==> src/rtl/stack_pkg.sv <==
// ---------------------------------------------------------------------------
// stack_pkg
// Shared types and defaults for the stack controller slice.
//   stack_op_t    : request opcodes (values 5..7 are NOPs)
//   stack_state_t : controller FSM states
//   DEF_*         : default widths and stack depth
//   is_write_op / is_read_op : opcode classification helpers
// ---------------------------------------------------------------------------
package stack_pkg;

   localparam int DEF_ADDR_W = 8;
   localparam int DEF_DATA_W = 8;
   localparam int DEF_PC_W   = 10;
   localparam int DEF_DEPTH  = 1 << DEF_ADDR_W;

   typedef enum logic [2:0] {
      OP_PUSH = 3'd0,
      OP_POP  = 3'd1,
      OP_CALL = 3'd2,
      OP_RET  = 3'd3,
      OP_RETI = 3'd4
   } stack_op_t;

   typedef enum logic [1:0] {
      ST_IDLE = 2'd0,
      ST_WR   = 2'd1,
      ST_RD   = 2'd2,
      ST_CAP  = 2'd3
   } stack_state_t;

   // Operations that store a word below the current stack pointer.
   function automatic logic is_write_op(input logic [2:0] op);
      return (op == OP_PUSH) || (op == OP_CALL);
   endfunction

   // Operations that fetch the word at the current stack pointer.
   function automatic logic is_read_op(input logic [2:0] op);
      return (op == OP_POP) || (op == OP_RET) || (op == OP_RETI);
   endfunction

endpackage

==> src/rtl/stack_depth_guard.sv <==
// ---------------------------------------------------------------------------
// stack_depth_guard
// Tracks how many words are live on the stack (0..DEPTH) and flags requests
// that would overflow or underflow it. Only instantiated when STACK_GUARD_EN
// is defined.
// Ports:
//   clk, rst  : clock, synchronous active-high reset
//   clr       : external stack pointer load; forgets the current depth
//   inc, dec  : a push / pop actually took place this cycle
//   chk_push  : incoming request is PUSH/CALL
//   chk_pop   : incoming request is POP/RET/RETI
//   ovf, unf  : incoming request would overflow / underflow
// ---------------------------------------------------------------------------
module stack_depth_guard
   import stack_pkg::*;
#(
   parameter int ADDR_W = DEF_ADDR_W,
   parameter int DEPTH  = DEF_DEPTH
) (
   input  logic clk,
   input  logic rst,
   input  logic clr,
   input  logic inc,
   input  logic dec,
   input  logic chk_push,
   input  logic chk_pop,
   output logic ovf,
   output logic unf
);

   // One extra bit so a completely full stack is distinguishable from empty.
   localparam logic [ADDR_W:0] FULL = (ADDR_W + 1)'(DEPTH);
   localparam logic [ADDR_W:0] ONE  = (ADDR_W + 1)'(1);

   logic [ADDR_W:0] depth;

   // NOTE: sequential state is assigned with <= so every register samples
   // pre-edge values regardless of statement order.
   always_ff @(posedge clk) begin
      if (rst || clr) begin
         depth <= '0;
      end else if (inc && !dec && depth != FULL) begin
         depth <= depth + ONE;
      end else if (dec && !inc && depth != '0) begin
         depth <= depth - ONE;
      end
   end

   assign ovf = chk_push && (depth == FULL);
   assign unf = chk_pop  && (depth == '0);

endmodule

==> src/rtl/stack_ctrl.sv <==
// ---------------------------------------------------------------------------
// stack_ctrl
// Sequences PUSH/POP/CALL/RET/RETI between the control unit and the stack
// pointer / scratch RAM pair. Writes take one cycle (WR), reads take two
// (RD then CAP, because the RAM read is synchronous).
// Optional feature: define STACK_GUARD_EN to add a depth counter that blocks
// overflowing pushes and underflowing pops and reports them on err_ovf /
// err_unf. Without it the stack wraps silently and err_* are tied low.
// Ports:
//   clk, rst                    : clock, synchronous active-high reset
//   req_valid/req_ready/req_op  : request handshake and opcode
//   push_data, pc_in            : PUSH data, CALL return address
//   sp_in, sp_ld                : current stack pointer, external SP load
//   sp_incr, sp_decr            : stack pointer strobes
//   ram_addr/ram_wdata/ram_we   : scratch RAM write/read port
//   ram_rdata                   : scratch RAM read data (one cycle latency)
//   done, iret                  : completion pulse, RETI pulse
//   pop_data, ret_pc            : held results of POP and RET/RETI
//   err_ovf, err_unf            : guard error pulses
// ---------------------------------------------------------------------------
module stack_ctrl
   import stack_pkg::*;
#(
   parameter int ADDR_W = DEF_ADDR_W,
   parameter int DATA_W = DEF_DATA_W,
   parameter int PC_W   = DEF_PC_W
) (
   input  logic              clk,
   input  logic              rst,
   input  logic              req_valid,
   output logic              req_ready,
   input  logic [2:0]        req_op,
   input  logic [DATA_W-1:0] push_data,
   input  logic [PC_W-1:0]   pc_in,
   input  logic [ADDR_W-1:0] sp_in,
   input  logic              sp_ld,
   output logic              sp_incr,
   output logic              sp_decr,
   output logic [ADDR_W-1:0] ram_addr,
   output logic [PC_W-1:0]   ram_wdata,
   output logic              ram_we,
   input  logic [PC_W-1:0]   ram_rdata,
   output logic              done,
   output logic [DATA_W-1:0] pop_data,
   output logic [PC_W-1:0]   ret_pc,
   output logic              iret,
   output logic              err_ovf,
   output logic              err_unf
);

   localparam logic [1:0] IDLE = ST_IDLE;
   localparam logic [1:0] WR   = ST_WR;
   localparam logic [1:0] RD   = ST_RD;
   localparam logic [1:0] CAP  = ST_CAP;

   logic [1:0]        state;
   logic [2:0]        op_q;
   logic [DATA_W-1:0] data_q;
   logic [PC_W-1:0]   pc_q;
   // act_q: the captured operation really touches RAM/SP. Low for NOPs and
   // for guard-rejected requests, which still walk the FSM to produce done.
   logic              act_q;
   logic              ovf_hit;
   logic              unf_hit;

   assign req_ready = (state == IDLE);

`ifdef STACK_GUARD_EN
   stack_depth_guard #(
      .ADDR_W (ADDR_W),
      .DEPTH  (1 << ADDR_W)
   ) u_guard (
      .clk      (clk),
      .rst      (rst),
      .clr      (sp_ld),
      .inc      (sp_decr),
      .dec      (sp_incr),
      .chk_push (is_write_op(req_op)),
      .chk_pop  (is_read_op(req_op)),
      .ovf      (ovf_hit),
      .unf      (unf_hit)
   );

   assign err_ovf = !rst && (state == WR)  && !act_q && is_write_op(op_q);
   assign err_unf = !rst && (state == CAP) && !act_q && is_read_op(op_q);
`else
   logic unused_sp_ld;
   assign unused_sp_ld = sp_ld;
   assign ovf_hit      = 1'b0;
   assign unf_hit      = 1'b0;
   assign err_ovf      = 1'b0;
   assign err_unf      = 1'b0;
`endif

   always_ff @(posedge clk) begin
      if (rst) begin
         state    <= IDLE;
         op_q     <= '0;
         data_q   <= '0;
         pc_q     <= '0;
         act_q    <= 1'b0;
         pop_data <= '0;
         ret_pc   <= '0;
      end else begin
         case (state)
            IDLE: begin
               if (req_valid) begin
                  op_q   <= req_op;
                  data_q <= push_data;
                  pc_q   <= pc_in;
                  if (is_write_op(req_op)) begin
                     state <= WR;
                     act_q <= !ovf_hit;
                  end else if (is_read_op(req_op)) begin
                     state <= RD;
                     act_q <= !unf_hit;
                  end else begin
                     // NOP borrows the one-cycle WR slot with RAM/SP idle.
                     state <= WR;
                     act_q <= 1'b0;
                  end
               end
            end
            WR:  state <= IDLE;
            RD:  state <= CAP;
            CAP: begin
               state <= IDLE;
               if (act_q) begin
                  if (op_q == OP_POP) begin
                     pop_data <= ram_rdata[DATA_W-1:0];
                  end else begin
                     ret_pc <= ram_rdata;
                  end
               end
            end
            default: state <= IDLE;
         endcase
      end
   end

   // Strobes are decoded from the state but suppressed while rst is high, so
   // an aborted operation issues nothing in the reset cycle.
   // NOTE: every output gets a default first so always_comb cannot infer a
   // latch on paths that do not assign it.
   always_comb begin
      ram_addr  = '0;
      ram_wdata = '0;
      ram_we    = 1'b0;
      sp_incr   = 1'b0;
      sp_decr   = 1'b0;
      done      = 1'b0;
      iret      = 1'b0;
      if (!rst) begin
         case (state)
            WR: begin
               done = 1'b1;
               if (act_q) begin
                  ram_addr  = sp_in - ADDR_W'(1);
                  ram_we    = 1'b1;
                  sp_decr   = 1'b1;
                  ram_wdata = (op_q == OP_CALL) ? pc_q : PC_W'(data_q);
               end
            end
            RD: begin
               if (act_q) begin
                  ram_addr = sp_in;
                  sp_incr  = 1'b1;
               end
            end
            CAP: begin
               done = 1'b1;
               iret = act_q && (op_q == OP_RETI);
            end
            default: ;
         endcase
      end
   end

endmodule

==> config.mk <==
export PLATFORM = sky130hd
export DESIGN_NAME = stack_ctrl
export DESIGN_NICKNAME = d
export VERILOG_FILES = /design/src/rtl/stack_pkg.sv /design/src/rtl/stack_depth_guard.sv /design/src/rtl/stack_ctrl.sv
export SDC_FILE = /design/constraint.sdc
export NUM_CORES = 1
export LEC_CHECK = 0
export CORE_UTILIZATION = 45
export CTS_CLUSTER_DIAMETER = 50
export CTS_CLUSTER_SIZE = 25
export DETAILED_ROUTE_END_ITERATION = 6
export HOLD_SLACK_MARGIN = 0.02
export PLACE_DENSITY_LB_ADDON = 0.08
export SLEW_MARGIN = 20
export SYNTH_ARGS = -nofsm -noshare
export SYNTH_HDL_FRONTEND = slang
export SYNTH_SLANG_ARGS = --single-unit
==> constraint.sdc <==
create_clock -name clk -period 4.2 [get_ports clk]
set_clock_uncertainty 0.15 [all_clocks]
set_input_delay 1.05 -clock clk [delete_from_list [all_inputs] [get_ports clk]]
set_output_delay 1.05 -clock clk [all_outputs]
set_load 0.05 [all_outputs]
==> results of run 1 <==
==> tightest hold or removal path: stages (launching register included) <==
cell     delay (ps)
dfxtp_1         310
nand2_1          50
a21oi_1          50
==> registers in the layout, summed over array words and instances, names as in the netlist <==
register	count
pc_q	10
ret_pc	10
data_q	8
pop_data	8
op_q	3
state	2
act_q	1
==> cell type report <==
type | instances | area, um2
tap | 52 | 65.1
inverter | 5 | 18.8
timing repair buffer | 88 | 888
sequential | 42 | 841
multi-input combinational | 206 | 1130
fill | 385 | 1330
clock inverter | 3 | 48.8
clock buffer | 5 | 68.8
==> where the power goes <==
group | internal, mW | switching (mW) | total, mW
logic | 0.0982 | 0.138 | 0.236
clock network | 0.181 | 0.154 | 0.335
registers | 0.423 | 0.0182 | 0.442
==> worst min-delay path by stage <==
stage | slack (ps) | from | to
final | 300 | pc_q[9]$_SDFFE_PP0P_ | pc_q[9]$_SDFFE_PP0P_
after global routing | 320 | pc_q[9]$_SDFFE_PP0P_ | pc_q[9]$_SDFFE_PP0P_
after CTS | 300 | pc_q[8]$_SDFFE_PP0P_ | pc_q[8]$_SDFFE_PP0P_
after detailed placement | 290 | pc_q[8]$_SDFFE_PP0P_ | pc_q[8]$_SDFFE_PP0P_
after global placement | 290 | pc_q[9]$_SDFFE_PP0P_ | pc_q[9]$_SDFFE_PP0P_
after floorplan | 280 | pc_q[8]$_SDFFE_PP0P_ | pc_q[8]$_SDFFE_PP0P_
==> metrics by stage <==
| step | setup slack, ps | hold slack [ps] | power [mW] | cells |
|---|---|---|---|---|
| 2_1_floorplan | 126 | 282 | 0.597 | 276 |
| 3_3_place_gp | 106 | 287 | 0.682 | 393 |
| 3_5_place_dp | 83.0 | 292 | 0.686 | 393 |
| 4_1_cts | 81.6 | 304 | 1.02 | 401 |
| 5_1_grt | 25.3 | 325 | 1.06 | 401 |
| 6_report | 95.5 | 303 | 1.01 | 401 |
==> metal layers <==
layer,part of all wire (%),GRT usage (%),up-vias
met4,1.1,4.67,0
met5,0,0,-
li1,-,-,1089
met2,48,36.8,65
met3,5.0,4.91,7
met1,46,26.8,985
==> cell families after synthesis <==
logic type | synth area share, %
other cells | 0.181
simple gates | 26.6
mux | 4.34
buf+inv | 5.90
fa+ha+maj | 3.01
compound gates | 19.5
flops | 40.5
==> cell usage in the layout, fill, tap and decap left out, types with 3 or more instances in the layout <==
cell / n
clkdlybuf4s50_1: 62
nand2_1: 49
a21oi_1: 43
dfxtp_1: 42
nor2_1: 20
o21ai_0: 20
nand3_1: 19
buf_4: 19
mux2i_1: 9
buf_12: 6
inv_1: 5
ha_1: 5
clkbuf_8: 5
nand2b_1: 4
nor3_1: 4
and2_1: 3
==> metrics.txt, run 1 <==
cell area after synthesis=between 0.002 and 0.0025 mm2; max-slew violations=0; diode count=0; worst path bufs/invs=2; dominant cell type by area after synthesis=dfxtp_1; Crit path depth=5; final core area utilization=69.8%; Critical Path End=ram_addr[7]; CTS Hold Bufs=0; nets=396; Die Ht=69.9 um; Post-synth top cells=nand2_1, a21oi_1, dfxtp_1; Peak supply drop=0.221 mV; CP Launch Point=sp_in[0]; Setup crit end kind=output port; share of the synthesized area in the top cell type=roughly 40%; core area=0.00438 mm2; vias per inst=5.35; library cells used by synthesis=34; Pleak=between 1 and 1.5 nW; starting density of the core=47.4%; Worst EP required=3000 ps; CP delay by family, top=simple AND/OR/NAND/NOR gates; outcome=finished, final reports clean; H-tree depth=2; worst-margin pin slew=1010 ps; critical-path cell list=clkdlybuf4s50_1 -> or3_1 -> or4_1 -> a31oi_2 -> buf_12; clk sinks=42; first-pass GRT wire length=8.52 mm; Die W=around 70 um; setup TNS=0 ps; r2r startpoint=state[0]$_SDFFE_PP0P_; largest net degree at the start of global routing=34; synthesized instance count=275; area grow syn2layout=47.3%; MaxCap Viol Count=0; share of cells above drive strength 1=a little under an eighth; post-placement cell area=0.00294 mm2; Worst path max stage delay=510 ps; Hold Path Class=reg -> reg; die area=0.00489 mm2; iteration count of the initial detailed-routing pass=4; critical path type=in -> out; average wire per cell in the routed design=12.9 um; initial drt markers=around 130; Ys Warns=0; IO Pins=87; Tmin final=about 4100 ps; critical path startpoint category=input port; clock tree root driver cell=clkbuf_8; clock slew at reported path FFs=80 ps; via count=2,146; Site Rows=24; CTS Buf Count=5; period utilization=between 90 and 100%; post-CTS setup buffer count=0; post-route cell area=~0.003 mm2; vias in the first global route=about 1,900; port bufs=83; CP max-delay cell=or4_1; ys flop type=dfxtp_1; hold-critical path depth=2; Async S/R FF share, synth=0%; final WL=~5.2 mm; initial antenna violation count=0; gpl congestion=0.775; Max clock buf depth=2; Achievable Freq=roughly 240 MHz; Fin. Hold Viols=0; reg2reg path depth=5; RSZ-0062 raised after global routing=no; Synth area leaders=dfxtp_1, a21oi_1, nand2_1; most numerous cell in the Yosys netlist=nand2_1; number of nets with antenna violations after routing=0; WP data arrival=2900 ps; post-DP HPWL=3.60 mm; worst relative slew slack=32.4%; r2r setup slk=2310 ps; Max FO, Critical Path=4; cts repair resizes=0; Power per Cell Area=331 mW/mm2; latest clock arrival within the worst-skew pair=300 ps; Seq/Total Area, Yosys=40.5%; number of synthesized flops with an enable pin=0; reg2reg end=pc_q[0]$_SDFFE_PP0P_; total gr overflow=0; syn avg cell area=roughly 7.6 um2; GRT Total Usage=21.2%; TritonCTS clock tree=done; post-route DRC violation count=0; final setup fails=0; Yosys reg bits=42
Power figures use the tool's default switching activity.
==> run 2: changes to the inputs <==
--- a/config.mk
+++ b/config.mk
@@ -5,6 +5,7 @@
 export SDC_FILE = /design/constraint.sdc
 export NUM_CORES = 1
 export LEC_CHECK = 0
+export ABC_AREA = 0
 export CORE_UTILIZATION = 45
 export CTS_CLUSTER_DIAMETER = 50
 export CTS_CLUSTER_SIZE = 25
==> results of run 2 <==
Final layout, timing and power as in run 1 (identical DEF).
